--- src/rtl/bcd_tally.sv ---
// Two-digit BCD up/down tally driven by two debounced active-low pushbuttons,
// with a synchronous clamped load and a one-cycle wrap pulse.
module bcd_tally #(
    parameter int DEBOUNCE_CYCLES = 16
) (
    input  logic       clk,
    input  logic       reset,
    input  logic       key_inc_n,
    input  logic       key_dec_n,
    input  logic       load,
    input  logic [7:0] load_val,
    output logic [3:0] ones,
    output logic [3:0] tens,
    output logic       wrap
);

    localparam logic [15:0] CNT_MAX = 16'(DEBOUNCE_CYCLES - 1);

    // Index 0 is the increment key, index 1 the decrement key.
    logic [1:0]  raw_n;
    logic [1:0]  sync1;
    logic [1:0]  sync2;
    logic [1:0]  accepted;
    logic [1:0]  accepted_d;
    logic [1:0]  press;
    logic [15:0] db_cnt [2];

    assign raw_n = {key_dec_n, key_inc_n};

    always_ff @(posedge clk) begin
        if (reset) begin
            sync1      <= 2'b11;
            sync2      <= 2'b11;
            accepted   <= 2'b11;
            accepted_d <= 2'b11;
            press      <= 2'b00;
            db_cnt[0]  <= '0;
            db_cnt[1]  <= '0;
        end else begin
            for (int k = 0; k < 2; k++) begin
                sync1[k] <= raw_n[k];
                sync2[k] <= sync1[k];
                if (sync2[k] == accepted[k]) begin
                    db_cnt[k] <= '0;
                end else if (db_cnt[k] == CNT_MAX) begin
                    accepted[k] <= sync2[k];
                    db_cnt[k]   <= '0;
                end else begin
                    db_cnt[k] <= db_cnt[k] + 16'd1;
                end
                accepted_d[k] <= accepted[k];
                // Falling edge of the accepted level only; release is silent.
                press[k] <= accepted_d[k] & ~accepted[k];
            end
        end
    end

    function automatic logic [3:0] clamp9(input logic [3:0] d);
        return (d > 4'd9) ? 4'd9 : d;
    endfunction

    logic inc_ev;
    logic dec_ev;

    assign inc_ev = press[0] & ~press[1];
    assign dec_ev = press[1] & ~press[0];

    always_ff @(posedge clk) begin
        if (reset) begin
            ones <= 4'd0;
            tens <= 4'd0;
            wrap <= 1'b0;
        end else if (load) begin
            ones <= clamp9(load_val[3:0]);
            tens <= clamp9(load_val[7:4]);
            wrap <= 1'b0;
        end else if (inc_ev) begin
            wrap <= 1'b0;
            if (ones == 4'd9) begin
                ones <= 4'd0;
                if (tens == 4'd9) begin
                    tens <= 4'd0;
                    wrap <= 1'b1;
                end else begin
                    tens <= tens + 4'd1;
                end
            end else begin
                ones <= ones + 4'd1;
            end
        end else if (dec_ev) begin
            wrap <= 1'b0;
            if (ones == 4'd0) begin
                ones <= 4'd9;
                if (tens == 4'd0) begin
                    tens <= 4'd9;
                    wrap <= 1'b1;
                end else begin
                    tens <= tens - 4'd1;
                end
            end else begin
                ones <= ones - 4'd1;
            end
        end else begin
            wrap <= 1'b0;
        end
    end

endmodule

--- config.mk ---
export PLATFORM = sky130hd
export DESIGN_NAME = bcd_tally
export DESIGN_NICKNAME = d
export VERILOG_FILES = /design/src/rtl/bcd_tally.sv
export SDC_FILE = /design/constraint.sdc
export NUM_CORES = 1
export LEC_CHECK = 0
export CORE_ASPECT_RATIO = 1.75
export CORE_UTILIZATION = 60
export DETAILED_ROUTE_END_ITERATION = 8
export PLACE_DENSITY = 0.82
export SLEW_MARGIN = 20
export SYNTH_ARGS = -nofsm -noshare
export SYNTH_HDL_FRONTEND = slang
export SYNTH_SLANG_ARGS = --single-unit
--- constraint.sdc ---
create_clock -name clk -period 4.15 [get_ports clk]
set_input_delay 1.0375 -clock clk [delete_from_list [all_inputs] [get_ports clk]]
set_output_delay 1.0375 -clock clk [all_outputs]
set_load 0.01 [all_outputs]
==> out/results.ini <==
[floorplan]
die_area_um2 = 4910
core_um2 = 4400
io-pin-count = 22
fp.dieW_um = 53.4
rows = 32
start_util_pct = 63.0
die_y_um = 91.9

[clocking]
clock_latency_ns = 0.29
postCtsHoldBufs = 0
htreeDepth = 2
clock-root-buffer = clkbuf_8
tritoncts = done
clk_path_buf_depth = 2
cts-buffers-inserted = 5
cts_setup_buffers = 0
ctsResizeCount = 0
clock_sinks = 51
clkTransAtPathRegs_ns = 0.09

[drt]
wl_met2_mm = 2.84
drcViolationCount = 0
drt-wirelength-per-cell_um = 13.6
ant_nets = 0
drt-vias-per-instance = 5.66
vias = 2172
dr_wl_met3_um = 102
top_layer = met4
routed_wl_mm = 5.24
drt_iter0_markers = 55
drt-met1-wl_mm = 2.21
firstDrtPassIters = 4

[setup_path]
crit_path_top_delay_cell = clkdlybuf4s50_1
reg2regPathDepth = 5
r2r_start = db_cnt[1][0]$_SDFFCE_PN0P_
crit_path_max_incr_delay_ns = 0.63
worstPathCellList = clkdlybuf4s50_1
critical_path_class = register to output pin
rrSetupSlack_ns = 2.10
cp-end-kind = output pin
startpoint_type = register
cp_data_required_time_ns = 3.11
cp_top_family = buffers and inverters
cp_num_buf_inv = 1
rr_endpoint = db_cnt[1][11]$_SDFFCE_PN0P_
cp_max_fo = 14
worstPathArrival_ns = 1.55

[yosys]
synth-edff-count = 32
ys_types = 55
yosysTopAreaCell = edfxtp_1
yosysSeqAreaShare_pct = 48.4
ys_seq_elements = 51
syn_area_per_cell_um2 = 9.76
synth_top_area_share_pct = 34.7
synthTopCellsByArea = edfxtp_1 (35%), dfxtp_1 (14%), xnor2_1 (6.6%), nor2_1 (5.6%), xor2_1 (3.5%)
synth_ff_type = edfxtp_1
synth_warnings = 0
synth_area_um2 = 2770
netlist_instances = 284
synthArstFlopShare_pct = 0

[placed_design]
io_buffers = 21
gp_congestion = 0.823
place_inst = 376
hpwl_mm = 3.80

[power_and_ir_drop]
powerDensity_nw_per_um2 = 310
ir_worst_vdd_mv = 0.355
p_leak_nw = 1.16

[sta]
worst-slew-pin-transition_ns = 0.739
tns_ns = 0
clock.fmax_mhz = 386
hold_viol = 0
final-max-slew-violation-count = 0
post-route-period-util_pct = 62.4
setup_viol = 0
relSlewSlack_pct = 50.6
rsz0062_at_grt = no
finClkSkew_ns = 0.00909
fin_crit_ns = 2.59

[final_layout]
antenna_cells = 0
layout_common_cells = nor2_1 (41), edfxtp_1 (32), conb_1 (32)
mostFrequentLayoutCell = nor2_1
final_cells = 384
drive_above_1_share_pct = 8.11
area_growth_pct = 16.5
finalNetCount = 347

[hold_path]
hold_class = register to register
worstHoldStart = sync1[0]$_SDFF_PP1_
holdPathStages = 1
holdPathEnd = sync2[0]$_SDFF_PP1_

[global_routing]
grt_max_degree = 22
antenna_found_initial = 0
grt_use_total_pct = 23.6
grt_pass1_wl_mm = 8.60
grt_overflow = 0
grt_pass1_vias = 2048

[status]
outcome = finished clean

[job]
cap_violations = 0

-- through the flow --
stage	cell area, um2	setup WS (ns)	power (mW)	hold slack [ns]	utilization (%)
2_1_floorplan	2890	2.01	0.650	0.389	-
3_3_place_gp	3120	1.38	0.682	0.393	70.8
3_5_place_dp	3120	1.32	0.685	0.401	70.8
4_1_cts	3230	1.55	1.01	0.421	73.3
5_1_grt	3230	1.47	1.04	0.427	73.3
6_report	3230	1.56	1.00	0.410	73.3
-- synthesized netlist by cell type, types with 3 or more instances --
cell type  instances
nor2_1            41
dfxtp_1           19
xor2_1            11
xnor2_1           21
and2_1             3
nand2b_1           3
nor4_1            10
o21ai_0            9
nand3_1            8
inv_1             12
or3_1              4
clkbuf_1           7
nand3b_1           5
nand2_1            9
buf_2              3
nand4_1            9
edfxtp_1          32
or2_2              9
a21oi_1           10
and3_1             7
nor3_1            10
-- where the power goes --
| group | internal (mW) | switching, mW | total, mW |
|---|---|---|---|
| clock network | 0.171 | 0.154 | 0.325 |
| logic | 0.0469 | 0.0430 | 0.0899 |
| registers | 0.558 | 0.0276 | 0.585 |
-- per-layer routing --
metal / vias to the layer above / global-route usage (%)
met5: - / 0
met4: 0 / 10.1
met3: 11 / 3.98
met2: 38 / 41.7
met1: 1030 / 26.2
li1: 1093 / -
-- how the worst max path moves through the flow --
stage	endpoint	slack, ns	cells past startpoint	startpoint
finish	tens[0]	1.56	1	tens[0]$_SDFFE_PP0P_
global route	tens[0]	1.47	1	tens[0]$_SDFFE_PP0P_
CTS	tens[0]	1.55	1	tens[0]$_SDFFE_PP0P_
detailed placement	tens[2]$_SDFFE_PP0P_	1.32	6	load
global placement	tens[2]$_SDFFE_PP0P_	1.38	6	load
floorplan	tens[2]$_SDFFE_PP0P_	2.01	4	load
-- cell type report --
class	instances	area, um2
multi-input combinational	239	1440
sequential	51	1340
fill	345	1170
timing repair buffer	23	225
clock buffer	7	108
tap	51	63.8
inverter	12	45.0
clock inverter	1	5.00
-- kinds of logic after synthesis --
kind of cell    after synthesis  share of synthesized area, %
simple gates                129                          25.0
flops                        51                          48.4
compound gates               44                          11.6
xor+xnor                     32                          10.1
buf+inv                      25                          3.84
fa+ha+maj                     2                         0.902
other cells                   1                         0.135
-- flip-flops by register name, summed over array words and instances (netlist names) --
name,flops
ones,4
sync2,2
wrap,1
tens,4
sync1,2
accepted,2
press,2
db_cnt,32
accepted_d,2
Power figures use the tool's default switching activity.
